==> config.mk <==
export PLATFORM = sky130hd
export DESIGN_NAME = arcade_input_mapper_flat
export DESIGN_NICKNAME = d
export VERILOG_FILES = /design/src/rtl/arcade_input_mapper_if.sv /design/src/rtl/arcade_input_mapper.sv /design/src/flat_wrapper.sv
export SDC_FILE = /design/constraint.sdc
export NUM_CORES = 1
export LEC_CHECK = 0
export BUFFER_PORTS_ARGS = -buffer_cell sky130_fd_sc_hd__buf_2
export CAP_MARGIN = 20
export CORE_UTILIZATION = 30
export DETAILED_ROUTE_END_ITERATION = 7
export GPL_TIMING_DRIVEN = 0
export SLEW_MARGIN = 10
export SYNTH_ARGS = -nofsm -noshare
export SYNTH_HDL_FRONTEND = slang
export SYNTH_SLANG_ARGS = --single-unit
export TNS_END_PERCENT = 30
==> constraint.sdc <==
create_clock -name clk_sys -period 5.4 [get_ports clk_sys]
set_input_delay 1.08 -clock clk_sys [delete_from_list [all_inputs] [get_ports clk_sys]]
set_output_delay 1.08 -clock clk_sys [all_outputs]
set_load 0.03 [all_outputs]
==> src/rtl/arcade_input_mapper_if.sv <==
// arcade_input_mapper_if: hps_io key/joystick inputs and per-player control outputs of the input mapper
interface arcade_input_mapper_if #(parameter int PLAYERS = 2);
  logic [10:0]           ps2_key;
  logic [16*PLAYERS-1:0] joy_in;
  logic [PLAYERS-1:0]    autofire_en;
  logic [6*PLAYERS-1:0]  ctrl_out;
  logic [PLAYERS-1:0]    start_out;
  logic [PLAYERS-1:0]    coin_out;
  modport master (output ps2_key, joy_in, autofire_en, input ctrl_out, start_out, coin_out);
  modport slave (input ps2_key, joy_in, autofire_en, output ctrl_out, start_out, coin_out);
endinterface

==> src/rtl/arcade_input_mapper.sv <==
// arcade_input_mapper: ps2 key + joystick merge into per-player controls with SOCD cancel, autofire and coin pulses
module arcade_input_mapper #(
  parameter int PLAYERS      = 2,
  parameter int COIN_PULSE   = 2400000,
  parameter int AUTOFIRE_DIV = 1200000,
  parameter bit SOCD_NEUTRAL = 1'b1
) (
  input logic clk_sys,
  input logic reset,
  arcade_input_mapper_if.slave io
);
  localparam int CW = $clog2(COIN_PULSE + 1);
  localparam int AW = AUTOFIRE_DIV > 1 ? $clog2(AUTOFIRE_DIV) : 1;
  // entry = {valid, ext, code}; per player functions R,L,D,U,fireA,fireB,start,coin with up to two keys each
  localparam logic [0:3][0:7][0:1][9:0] KEY_MAP = '{
    '{'{10'h374, 10'h000}, '{10'h36B, 10'h000}, '{10'h372, 10'h000}, '{10'h375, 10'h000},
      '{10'h214, 10'h000}, '{10'h211, 10'h000}, '{10'h205, 10'h216}, '{10'h276, 10'h22E}},
    '{'{10'h234, 10'h000}, '{10'h223, 10'h000}, '{10'h22B, 10'h000}, '{10'h22D, 10'h000},
      '{10'h21C, 10'h000}, '{10'h21B, 10'h000}, '{10'h206, 10'h21E}, '{10'h236, 10'h000}},
    '{'{10'h24B, 10'h000}, '{10'h23B, 10'h000}, '{10'h242, 10'h000}, '{10'h243, 10'h000},
      '{10'h244, 10'h000}, '{10'h24D, 10'h000}, '{10'h204, 10'h226}, '{10'h23D, 10'h000}},
    '{'{10'h274, 10'h000}, '{10'h26B, 10'h000}, '{10'h272, 10'h000}, '{10'h275, 10'h000},
      '{10'h270, 10'h000}, '{10'h271, 10'h000}, '{10'h20C, 10'h225}, '{10'h23E, 10'h000}}
  };

  logic                         tog_q, tog_d;
  logic [16*PLAYERS-1:0]        key_q, key_d;
  logic [6*PLAYERS-1:0]         ctrl_q, ctrl_d;
  logic [PLAYERS-1:0]           start_q, start_d;
  logic [PLAYERS-1:0]           coin_raw_q, coin_raw_d;
  logic [PLAYERS-1:0][CW-1:0]   coin_cnt_q, coin_cnt_d;
  logic [AW-1:0]                af_cnt_q, af_cnt_d;
  logic                         af_ph_q, af_ph_d;
  logic                         key_evt, af_wrap, socd_h, socd_v;
  logic [7:0]                   raw;
  logic [PLAYERS-1:0]           coin_on;

  always_comb begin
    tog_d = io.ps2_key[10];
    key_evt = io.ps2_key[10] != tog_q;
    af_wrap = af_cnt_q == AW'(AUTOFIRE_DIV - 1);
    af_cnt_d = af_wrap ? '0 : af_cnt_q + 1'b1;
    af_ph_d = af_ph_q ^ af_wrap;
    key_d = key_q;
    ctrl_d = '0;
    start_d = '0;
    coin_raw_d = '0;
    coin_cnt_d = coin_cnt_q;
    coin_on = '0;
    raw = '0;
    socd_h = 1'b0;
    socd_v = 1'b0;
    for (int p = 0; p < PLAYERS; p++) begin
      for (int f = 0; f < 8; f++) begin
        for (int a = 0; a < 2; a++)
          if (key_evt && KEY_MAP[p][f][a][9] && KEY_MAP[p][f][a][8:0] == io.ps2_key[8:0])
            key_d[16*p+2*f+a] = io.ps2_key[9];
        raw[f] = key_q[16*p+2*f] | key_q[16*p+2*f+1] | io.joy_in[16*p+f];
      end
      socd_h = SOCD_NEUTRAL && raw[0] && raw[1];
      socd_v = SOCD_NEUTRAL && raw[2] && raw[3];
      ctrl_d[6*p +: 6] = {raw[5], raw[4] & (af_ph_q | ~io.autofire_en[p]),
                          raw[3:2] & {2{~socd_v}}, raw[1:0] & {2{~socd_h}}};
      start_d[p] = raw[6];
      coin_raw_d[p] = raw[7];
      // a new edge only loads an idle slot, so held or repeated presses never stretch the pulse
      coin_cnt_d[p] = (raw[7] && !coin_raw_q[p] && coin_cnt_q[p] == '0) ? CW'(COIN_PULSE) :
                      (coin_cnt_q[p] != '0) ? coin_cnt_q[p] - 1'b1 : coin_cnt_q[p];
      coin_on[p] = coin_cnt_q[p] != '0;
    end
  end

  always_ff @(posedge clk_sys) begin
    tog_q <= tog_d;
    if (reset) begin
      key_q      <= '0;
      ctrl_q     <= '0;
      start_q    <= '0;
      coin_raw_q <= '0;
      coin_cnt_q <= '0;
      af_cnt_q   <= '0;
      af_ph_q    <= 1'b1;
    end else begin
      key_q      <= key_d;
      ctrl_q     <= ctrl_d;
      start_q    <= start_d;
      coin_raw_q <= coin_raw_d;
      coin_cnt_q <= coin_cnt_d;
      af_cnt_q   <= af_cnt_d;
      af_ph_q    <= af_ph_d;
    end
  end

  assign io.ctrl_out  = ctrl_q;
  assign io.start_out = start_q;
  assign io.coin_out  = coin_on;
endmodule

==> src/flat_wrapper.sv <==
// flat-port wrapper written by rule: the top's interface ports become plain ports
module arcade_input_mapper_flat 
#(
  parameter int PLAYERS      = 2,
  parameter int COIN_PULSE   = 2400000,
  parameter int AUTOFIRE_DIV = 1200000,
  parameter bit SOCD_NEUTRAL = 1'b1
)
  (clk_sys, reset, io_ps2_key, io_joy_in, io_autofire_en, io_ctrl_out, io_start_out, io_coin_out);
  arcade_input_mapper_if #(.PLAYERS(PLAYERS)) io_i ();
  input logic clk_sys;
  input logic reset;
  input wire logic [$bits(io_i.ps2_key)-1:0] io_ps2_key;
  input wire logic [$bits(io_i.joy_in)-1:0] io_joy_in;
  input wire logic [$bits(io_i.autofire_en)-1:0] io_autofire_en;
  output wire logic [$bits(io_i.ctrl_out)-1:0] io_ctrl_out;
  output wire logic [$bits(io_i.start_out)-1:0] io_start_out;
  output wire logic [$bits(io_i.coin_out)-1:0] io_coin_out;
  assign io_i.ps2_key = io_ps2_key;
  assign io_i.joy_in = io_joy_in;
  assign io_i.autofire_en = io_autofire_en;
  assign io_ctrl_out = io_i.ctrl_out;
  assign io_start_out = io_i.start_out;
  assign io_coin_out = io_i.coin_out;
  arcade_input_mapper #(.PLAYERS(PLAYERS), .COIN_PULSE(COIN_PULSE), .AUTOFIRE_DIV(AUTOFIRE_DIV), .SOCD_NEUTRAL(SOCD_NEUTRAL)) u_core (.clk_sys(clk_sys), .reset(reset), .io(io_i));
endmodule
==> reports/metrics.csv, run 1 <==
stage,metric,value,unit
critical_path,cp.arrival,2.74,ns
yosys,yosysWarnings,0,
global_routing,grt_max_degree,17,
finish,fin_area,5400,sq um
placed_design,dpl_cell_area,5090,sq um
floorplanning,initial_core_util,30.6,%
placed_design,io_buffers,44,
critical_path,cp-start-kind,flip-flop,
yosys,syn-cell-area,4630,sq um
yosys,ys_seq_area_share,44.1,%
floorplanning,core-area,15100,sq um
yosys,synthDominantCellAreaShare,44.1,%
critical_path,cp_data_required_time,4.32,ns
power,p_leak,2.04,nW
timing,maxSlewHeadroom,43.3,%
cts,clockRootBuffer,clkbuf_16,
route,wl_per_cell,14.1,microns
run,cap_viol_max_count,0,
critical_path,cp_max_fo,9,
floorplanning,row_count,45,
min_path,whs_path_depth,1,
min_path,hp-start,u_core.key_q[4],
critical_path,reg2reg_slack,2.65,ns
status,status,"finished, final reports clean",
route,routed-via-count,3922,
cts,ctsResizeCount,0,
yosys,synthArstFlopShare,0,%
cts,clkLatencyLatePin,0.35,ns
yosys,synth_fp_nets,586,
power,powerDensity,510,nW/um^2
timing,tns,0,ns
min_path,min_delay_worst_endpoint,u_core.io.ctrl_out[3],
global_routing,grt_pass1_wl,18.5,mm
route,drc,0,
critical_path,end_kind,output pin,
cts,h-tree-depth,3,
route,ant_nets,0,
placed_design,dp_hpwl,8.20,mm
route,wl,11.1,mm
finish,area_growth,16.6,%
cts,clk_pin_slew_worst_paths,0.07,ns
finish,n_antenna_cell,0,
yosys,yosysTopAreaCell,dfxtp_1,
cts,cts_hold_buf,0,
route,dr.first_iter.drc_count,207,
floorplanning,die_h,126,microns
critical_path,worstReg2RegEnd,u_core.coin_cnt_q[1],
route,drt-pass1-iter-count,4,
global_routing,grt_usage,14.6,%
timing,worst_slew_pin_slew,0.842,ns
cts,clock_path_buffers,2,
global_routing,antenna_found_initial,0,
critical_path,setup.worst_path.start,u_core.coin_cnt_q[22],
timing,fin_skew,0.00968,ns
cts,postCtsSetupBuffers,0,
finish,layout.nets,641,
cts,clkSinkCount,102,
yosys,yosys.cell_types.count,54,
timing,setup_viol,0,
cts,cts_buffers,9,
critical_path,crit_type,reg2out,
timing,rsz0062_at_grt,false,
timing,maxSlewViolCount,0,
yosys,syn-mean-instance-area,8.64,sq um
timing,finalCritPeriodShare,70.7,%
min_path,hold_class,reg2reg,
yosys,synthTopCellsByArea,"dfxtp_1 (44%), nor2_1 (8.3%), mux2i_1 (4.5%), xnor2_1 (4.2%), nor3_1 (3.6%)",
global_routing,grt_overflow_total,0,
cts,tritoncts,done,
global_routing,grt_pass1_vias,3778,
yosys,synth_edf_count,0,
floorplanning,dieArea,15900,sq um
placed_design,place_congestion,0.817,
power,ir_drop,230,uV
critical_path,r2r_cells,7,
timing,fmax,262,MHz
timing,finalHoldViolations,0,
yosys,synth_ff_type,dfxtp_1,
route,vias_per_cell,5.00,
timing,period_needed,3.82,ns
yosys,ys_ff_latch,102,
yosys,netlist_instances,536,
finish,drive_gt1_share,13.1,%
floorplanning,ios,63,
floorplanning,die_w,126,microns
critical_path,crit-reg2reg-launch,u_core.coin_cnt_q[0],
[routing by layer]
layer / vias to the layer above / share of wire, % / track usage [%]
li1: 2024 / - / -
met1: 1813 / 50 / 19.4
met2: 71 / 45 / 22.7
met3: 14 / 3.4 / 3.36
met4: 0 / 1.6 / 5.95
met5: - / 0 / 0
[cell type report]
type,instances,area [sq um]
fillers,1528,9740
multi-input cells,401,2440
flip-flops and latches,102,2040
well taps,188,235
clock buffers,11,233
repair buffers,44,220
plain buffers,24,118
clock inverters,5,81.3
inverters,9,33.8
[where the power goes]
group          total (mW)  internal (mW)  switching (mW)  leakage, nW
Combinational        1.06          0.456           0.602         1.05
Sequential           1.00          0.872           0.132        0.832
Clock               0.693          0.407           0.285        0.150
Total                2.75           1.74            1.02         2.04
[cells in the final DEF, fill, tap and decap left out, types with 2 or more instances in the layout]
cell / count
nor4b_1: 8
ha_1: 3
nand4b_1: 4
nor3_1: 33
buf_2: 48
and2_1: 2
nand2b_1: 8
bufinv_16: 2
nor2_1: 103
mux2i_1: 21
and4_1: 3
or4_1: 7
o21ai_0: 10
dfxtp_1: 102
or4_4: 3
xnor2_1: 22
o22ai_1: 2
a21oi_1: 13
and3_1: 8
clkbuf_1: 18
nor2b_1: 5
or3_1: 3
o31ai_1: 2
clkbuf_16: 9
xor2_1: 17
a211oi_1: 14
buf_6: 3
nand2_1: 29
a311oi_1: 6
o211ai_1: 2
or2_2: 5
inv_1: 9
nand3_1: 19
nor4_1: 22
nor3b_1: 3
nand4_1: 5
[worst max-delay path by stage]
stage	endpoint	depth (start not counted)	slack (ns)
6_report	io_coin_out[1]	9	1.58
3_3_place_gp	io_coin_out[1]	9	1.98
3_5_place_dp	io_coin_out[1]	9	1.95
5_1_grt	io_coin_out[0]	6	1.41
4_1_cts	io_coin_out[1]	9	1.56
2_1_floorplan	io_coin_out[1]	8	2.28
[cells in the mapped netlist (2+ instances only)]
| cell type | instances |
|---|---|
| nor2_1 | 103 |
| dfxtp_1 | 102 |
| nor3_1 | 33 |
| nand2_1 | 29 |
| nor4_1 | 22 |
| xnor2_1 | 22 |
| mux2i_1 | 21 |
| nand3_1 | 19 |
| xor2_1 | 17 |
| clkbuf_1 | 16 |
| a211oi_1 | 14 |
| a21oi_1 | 13 |
| o21ai_0 | 10 |
| inv_1 | 9 |
| and3_1 | 8 |
| nand2b_1 | 8 |
| nor4b_1 | 8 |
| or4_1 | 7 |
| a311oi_1 | 6 |
| nand4_1 | 5 |
| nor2b_1 | 5 |
| or2_2 | 5 |
| buf_2 | 4 |
| nand4b_1 | 4 |
| and4_1 | 3 |
| buf_6 | 3 |
| ha_1 | 3 |
| nor3b_1 | 3 |
| or3_1 | 3 |
| or4_4 | 3 |
| and2_1 | 2 |
| o211ai_1 | 2 |
| o22ai_1 | 2 |
| o31ai_1 | 2 |
[critical path, cell delays in order, from the launching register on]
cell	delay [ns]
dfxtp_1	0.35
inv_1	0.07
ha_1	0.18
or3b_2	0.44
clkbuf_1	0.21
or4_4	0.45
buf_6	0.15
or2_0	0.21
buf_6	0.15
buf_2	0.17
[flip-flops by register name, summed over array words and instances (netlist names)]
register / count
u_core.af_cnt_q: 21
u_core.af_ph_q: 1
u_core.coin_cnt_q: 44
u_core.coin_raw_q: 2
u_core.io.ctrl_out: 12
u_core.io.start_out: 2
u_core.key_q: 19
u_core.tog_q: 1
[kinds of logic after synthesis]
group | count (synthesis) | share of synthesized area [%]
compound gates | 55 | 7.91
buf+inv | 33 | 3.27
fa+ha+maj | 3 | 0.810
simple gates | 283 | 32.0
xor+xnor | 39 | 7.37
mux | 21 | 4.54
flops | 102 | 44.1
[per-stage QoR]
step | utilization [%] | worst slack, ns | hold slack (ns) | power (mW) | std cells
global route | 35.7 | 1.41 | 0.481 | 2.96 | 784
detailed placement | 33.6 | 1.95 | 0.448 | 2.07 | 768
floorplan | - | 2.28 | 0.415 | 1.84 | 536
global placement | 33.6 | 1.98 | 0.443 | 2.04 | 768
finish | 35.7 | 1.58 | 0.462 | 2.75 | 784
CTS | 35.7 | 1.56 | 0.466 | 2.77 | 784
Note: power is estimated with default switching activity, not from simulation.
==> run 2: changes to the inputs <==
Clock period 5.4 ns to 3.1 ns, I/O delays scaled along.
==> run 2 against run 1 <==
  * First-iteration DRC count shrank 9.2%
  * Critical endpoint unchanged
  * Power is 78% higher
  * Setup slack got worse by 1.5 ns
==> reports/metrics.csv, run 2 (synthesis results as in run 1) <==
stage,metric,value,unit,change
floorplanning,initial_core_util,30.6,%,unchanged
critical_path,cp-start-kind,flip-flop,,unchanged
timing,finalHoldViolations,0,,unchanged
route,vias_per_cell,5.02,,was 5.00
timing,period_needed,3.03,ns,
status,status,"finished, final reports clean",,unchanged
global_routing,grt_overflow_total,0,,unchanged
critical_path,crit_type,reg2out,,unchanged
cts,h-tree-depth,3,,unchanged
cts,tritoncts,done,,unchanged
timing,maxSlewViolCount,0,,unchanged
finish,largest_reg_flops,44,,unchanged
global_routing,antenna_found_initial,0,,unchanged
critical_path,end_kind,output pin,,unchanged
floorplanning,core-area,15100,sq um,unchanged
route,top_layer_used,met4,,unchanged
finish,n_antenna_cell,0,,unchanged
critical_path,setup.worst_path.start,u_core.coin_cnt_q[32],,was u_core.coin_cnt_q[22]
power,powerDensity,899,nW/um^2,was 510 nW/um^2
cts,clkLatencyLatePin,0.35,ns,about the same
route,drt-pass1-iter-count,4,,unchanged
timing,maxSlewHeadroom,43.8,%,was 43.3%
global_routing,grt_pass1_vias,3787,,"was 3,778"
global_routing,grt_pass1_wl,18.6,mm,was 18.5 mm
route,dr_wl_met2,4.91,mm,was 4.95 mm
route,drc,0,,unchanged
timing,finalCritPeriodShare,97.6,%,
min_path,hold_class,in2reg,,was reg2reg
critical_path,cp.arrival,2.41,ns,was 2.74 ns
timing,worst_slew_pin_slew,0.836,ns,was 0.842 ns
cts,clock_path_buffers,2,,unchanged
timing,fin_hold_ws,0.407,ns,was 0.462 ns
floorplanning,row_count,45,,unchanged
route,wl_per_cell,14.1,microns,about the same
cts,cts_buffers,9,,unchanged
global_routing,grt_usage,14.6,%,about the same
critical_path,worstReg2RegEnd,u_core.coin_cnt_q[1],,unchanged
critical_path,cp-endpoint,io_coin_out[1],,unchanged
timing,fmax,330,MHz,
finish,reg_top3,"u_core.coin_cnt_q x44, u_core.af_cnt_q x21, u_core.key_q x19",,unchanged
critical_path,cp_data_required_time,2.48,ns,was 4.32 ns
route,wl_met1,5.59,mm,was 5.57 mm
placed_design,dp_hpwl,8.20,mm,unchanged
route,ant_nets,0,,unchanged
floorplanning,die_h,126,microns,unchanged
timing,fin_skew,0.0100,ns,was 0.00968 ns
route,route.met3.wl,433,microns,was 373 microns
placed_design,place_congestion,0.817,,unchanged
finish,layout.nets,644,,was 641
finish,layout_common_cells,"nor2_1 (103), dfxtp_1 (99), buf_2 (47), nor3_1 (33), nand2_1 (28)",,"was nor2_1 (103), dfxtp_1 (102), buf_2 (48), nor3_1 (33), nand2_1 (29)"
cts,clk_pin_slew_worst_paths,0.07,ns,about the same
power,ir_drop,403,uV,was 230 uV
route,dr.first_iter.drc_count,188,,was 207
finish,area_growth,17.8,%,was 16.6%
critical_path,cp_max_fo,8,,was 9
finish,drive_gt1_share,14.9,%,was 13.1%
power,finalPower,4.91,mW,was 2.75 mW
cts,clockRootBuffer,clkbuf_16,,unchanged
floorplanning,ios,63,,unchanged
cts,clkSinkCount,102,,unchanged
placed_design,io_buffers,44,,unchanged
run,cap_viol_max_count,0,,unchanged
route,wl,11.1,mm,about the same
finish,mostFrequentLayoutCell,nor2_1,,unchanged
power,p_leak,2.07,nW,was 2.04 nW
floorplanning,dieArea,15900,sq um,unchanged
cts,cts_hold_buf,0,,unchanged
critical_path,crit-reg2reg-launch,u_core.coin_cnt_q[0],,unchanged
floorplanning,die_w,126,microns,unchanged
global_routing,grt_max_degree,17,,unchanged
route,routed-via-count,3951,,"was 3,922"
critical_path,r2r_cells,7,,unchanged
critical_path,reg2reg_slack,0.34,ns,was 2.65 ns
finish,top_register,u_core.coin_cnt_q,,unchanged
timing,setup_viol,0,,unchanged
[run 2: metal layers]
metal | track usage (%) | vias up
met3 | 3.23 | 17
met1 | 19.5 | 1833
met5 | 0 | -
met2 | 22.7 | 80
li1 | - | 2021
met4 | 6.17 | 0
[run 2: power breakdown]
part           internal (mW)  switching (mW)
registers               1.52           0.233
logic                  0.859            1.09
clock network          0.710           0.499
[run 2: worst min-delay path by stage]
stage	from	endpoint	cells past startpoint
after floorplan	u_core.key_q[20]	u_core.io.ctrl_out[9]	1
after global placement	u_core.af_cnt_q[0]	u_core.af_cnt_q[0]	1
after detailed placement	u_core.key_q[4]	u_core.io.ctrl_out[3]	1
after CTS	io_ps2_key[10]	u_core.tog_q	1
after global routing	io_ps2_key[10]	u_core.tog_q	1
final	io_ps2_key[10]	u_core.tog_q	1
[run 2: final cells by class]
| cell class | count | area (sq um) |
|---|---|---|
| timing repair buffer | 49 | 260 |
| clock inverter | 5 | 81.3 |
| clock buffer | 11 | 233 |
| buffer | 22 | 103 |
| tap | 188 | 235 |
| sequential | 102 | 2050 |
| multi-input combinational | 401 | 2470 |
| inverter | 9 | 33.8 |
| fill | 1529 | 9690 |
[run 2: through the flow]
stage | setup slack, ns | cell area [sq um] | utilization (%) | std cells | TNS, ns
after detailed placement | 0.111 | 5090 | 33.6 | 768 | 0
after global placement | 0.143 | 5090 | 33.6 | 768 | 0
after global routing | -0.00350 | 5460 | 36.0 | 787 | -0.00350
final | 0.0735 | 5460 | 36.0 | 787 | 0
after floorplan | 0.442 | 4630 | - | 536 | 0
after CTS | 0.00697 | 5400 | 35.7 | 782 | 0
[run 2: repair_timing]
| action | 4_1_cts | 5_1_grt |
|---|---|---|
| setup endpoints to repair | 2 | 2 |
| setup buffers | 0 | 5 |
| resized for setup | 6 | 5 |
| pin swaps | 1 | 2 |
| hold endpoints to repair | 0 | 0 |
[run 2: critical path: stages, from the launching register on]
cell,delay [ns]
dfxtp_1,0.36
or4_4,0.59
or4b_4,0.55
or2_0,0.24
buf_6,0.15
buf_4,0.16
==> run 3: changes to the inputs <==
Settings changed: RECOVER_POWER from default to 100.
==> run 3 against run 2 <==
  * Fmax barely moved
  * Core utilization fell by 0.18 points
  * Setup slack got worse by 0.00097 ns
  * Non-clock buffer count did not move
  * Power fell by 0.33%
  * Cell count did not move
  * First-iteration DRC count fell by 1.6%
  * Die area did not move
  * Routed wire length rose by 0.13%
  * Critical path type unchanged
  * Critical endpoint unchanged
  * Largest power group unchanged
==> reports/metrics.csv, run 3 (synthesis results as in run 1) <==
stage,metric,value,unit,change
floorplanning,row_count,45,,unchanged
timing,maxSlewHeadroom,43.4,%,was 43.8%
status,status,"finished, final reports clean",,unchanged
finish,mostFrequentLayoutCell,nor2_1,,unchanged
run,cap_viol_max_count,0,,unchanged
critical_path,end_kind,output pin,,unchanged
power,seqPwrFrac,35.9,%,was 35.8%
critical_path,cp_max_fo,8,,unchanged
cts,cts_buffers,9,,unchanged
finish,postLayoutCoreUtil,35.9,%,was 36.0%
cts,clkSinkCount,102,,unchanged
route,ant_nets,0,,unchanged
finish,drive_gt1_share,11.5,%,was 14.9%
critical_path,cp_data_required_time,2.48,ns,about the same
power,p_int,3.08,mW,was 3.09 mW
cts,clk_pin_slew_worst_paths,0.07,ns,about the same
power,switchingPower,1.82,mW,about the same
critical_path,cp_cell_sequence,or4_4 > or4b_4 > or2_0 > buf_6 > buf_4,,unchanged
floorplanning,ios,63,,unchanged
floorplanning,die_w,126,microns,unchanged
route,vias_per_cell,5.07,,was 5.02
route,wl_per_cell,14.1,microns,about the same
timing,fmax,330,MHz,about the same
route,dr.first_iter.drc_count,185,,was 188
finish,top_register,u_core.coin_cnt_q,,unchanged
critical_path,critPathMaxStageDelay,0.59,ns,about the same
finish,layout.nets,644,,unchanged
critical_path,crit_type,reg2out,,unchanged
finish,reg_top3,"u_core.coin_cnt_q x44, u_core.af_cnt_q x21, u_core.key_q x19",,unchanged
timing,setup_ws,0.0725,ns,was 0.0735 ns
global_routing,grt_overflow_total,0,,unchanged
global_routing,grt_pass1_wl,18.6,mm,unchanged
timing,period_needed,3.03,ns,about the same
finish,layout_common_cells,"nor2_1 (103), dfxtp_1 (99), clkbuf_1 (37), nor3_1 (33), nand2_1 (28)",,"was nor2_1 (103), dfxtp_1 (99), buf_2 (47), nor3_1 (33), nand2_1 (28)"
global_routing,grt_pass1_vias,3787,,unchanged
power,p_clk_share,24.6,%,about the same
finish,area_growth,17.2,%,was 17.8%
cts,clkLatencyLatePin,0.35,ns,about the same
power,ir_drop,401,uV,was 403 uV
placed_design,dp_slack,0.111,ns,unchanged
timing,finalCritPeriodShare,97.7,%,was 97.6%
route,wl,11.1,mm,about the same
power,p_leak,1.99,nW,was 2.07 nW
placed_design,place_congestion,0.817,,unchanged
route,drt-pass1-iter-count,5,,was 4
placed_design,dpl_cell_area,5090,sq um,unchanged
cts,clock_path_buffers,2,,unchanged
min_path,hold_class,in2reg,,unchanged
critical_path,cp.arrival,2.41,ns,about the same
floorplanning,die_h,126,microns,unchanged
timing,finalHoldViolations,0,,unchanged
finish,fin_area,5430,sq um,was 5460 sq um
power,sw_frac_of_total,37.1,%,was 37.0%
finish,largest_reg_flops,44,,unchanged
global_routing,antenna_found_initial,0,,unchanged
cts,cts_hold_buf,0,,unchanged
power,powerDensity,901,nW/um^2,was 899 nW/um^2
timing,worst_slew_pin_slew,0.841,ns,was 0.836 ns
route,routed-via-count,3989,,"was 3,951"
timing,setup_viol,0,,unchanged
cts,clockRootBuffer,clkbuf_16,,unchanged
route,drc,0,,unchanged
critical_path,slowest_stage,or4_4,,unchanged
floorplanning,core-area,15100,sq um,unchanged
cts,tritoncts,done,,unchanged
floorplanning,dieArea,15900,sq um,unchanged
placed_design,dp_hpwl,8.20,mm,unchanged
placed_design,io_buffers,44,,unchanged
timing,maxSlewViolCount,0,,unchanged
global_routing,grt_usage,14.6,%,unchanged
timing,fin_skew,0.00824,ns,was 0.0100 ns
global_routing,grt_max_degree,17,,unchanged
critical_path,cp-start-kind,flip-flop,,unchanged
finish,n_antenna_cell,0,,unchanged
cts,h-tree-depth,3,,unchanged
timing,tns,0,ns,unchanged
power,finalPower,4.89,mW,was 4.91 mW
power,pwr-share-comb,39.5,%,was 39.6%
floorplanning,initial_core_util,30.6,%,unchanged
run 3: final timing paths:
path                          from               endpoint  slack, ns  cells after the start
max          u_core.coin_cnt_q[32]         io_coin_out[1]       0.07                      5
min                 io_ps2_key[10]           u_core.tog_q       0.44                      1
max reg2reg  u_core.coin_cnt_q[32]  u_core.coin_cnt_q[39]       0.21                      7
min reg2reg        u_core.key_q[4]  u_core.io.ctrl_out[3]       0.46                      1
run 3: per-layer routing:
layer  part of all wire, %  vias to the layer above  GRT usage [%]
met5                     0                        -              0
met4                   1.5                        0           6.17
met3                   5.2                       14           3.23
met2                    44                      107           22.7
met1                    49                     1842           19.5
li1                      -                     2026              -
run 3: power groups by stage:
| stage | clock, mW | combinational [mW] | sequential (mW) |
|---|---|---|---|
| after global routing | 1.30 | 2.16 | 1.79 |
| after detailed placement | 0 | 1.83 | 1.77 |
| final | 1.21 | 1.93 | 1.76 |
| after global placement | 0 | 1.79 | 1.76 |
| after CTS | 1.24 | 1.84 | 1.75 |
| after floorplan | 0 | 1.47 | 1.73 |
run 3: stage by stage:
stage                     hold WS, ns  instances
after global placement          0.443        768
final                           0.435        787
after CTS                       0.391        782
after global routing            0.412        787
after detailed placement        0.448        768
after floorplan                 0.415        536
run 3: repair_timing:
action / in CTS / in global routing
resized for setup: 6 / 5
pin swaps: 1 / 2
setup endpoints to repair: 2 / 2
buffers inserted: 0 / 5
run 3: final cells by class:
class                      count  area (sq um)
tap                          188           235
timing repair buffer          49           236
clock inverter                 5          81.3
multi-input combinational    401          2470
inverter                       9          33.8
sequential                   102          2050
clock buffer                  11           233
fill                        1543          9720
buffer                        22          98.8
run 3: worst max-delay path: cells and delay by family (launching register included):
| kind | cells | cell delay [ns] |
|---|---|---|
| buffers and inverters | 2 | 0.32 |
| AND/OR/NAND/NOR | 3 | 1.40 |
| flip-flops | 1 | 0.36 |
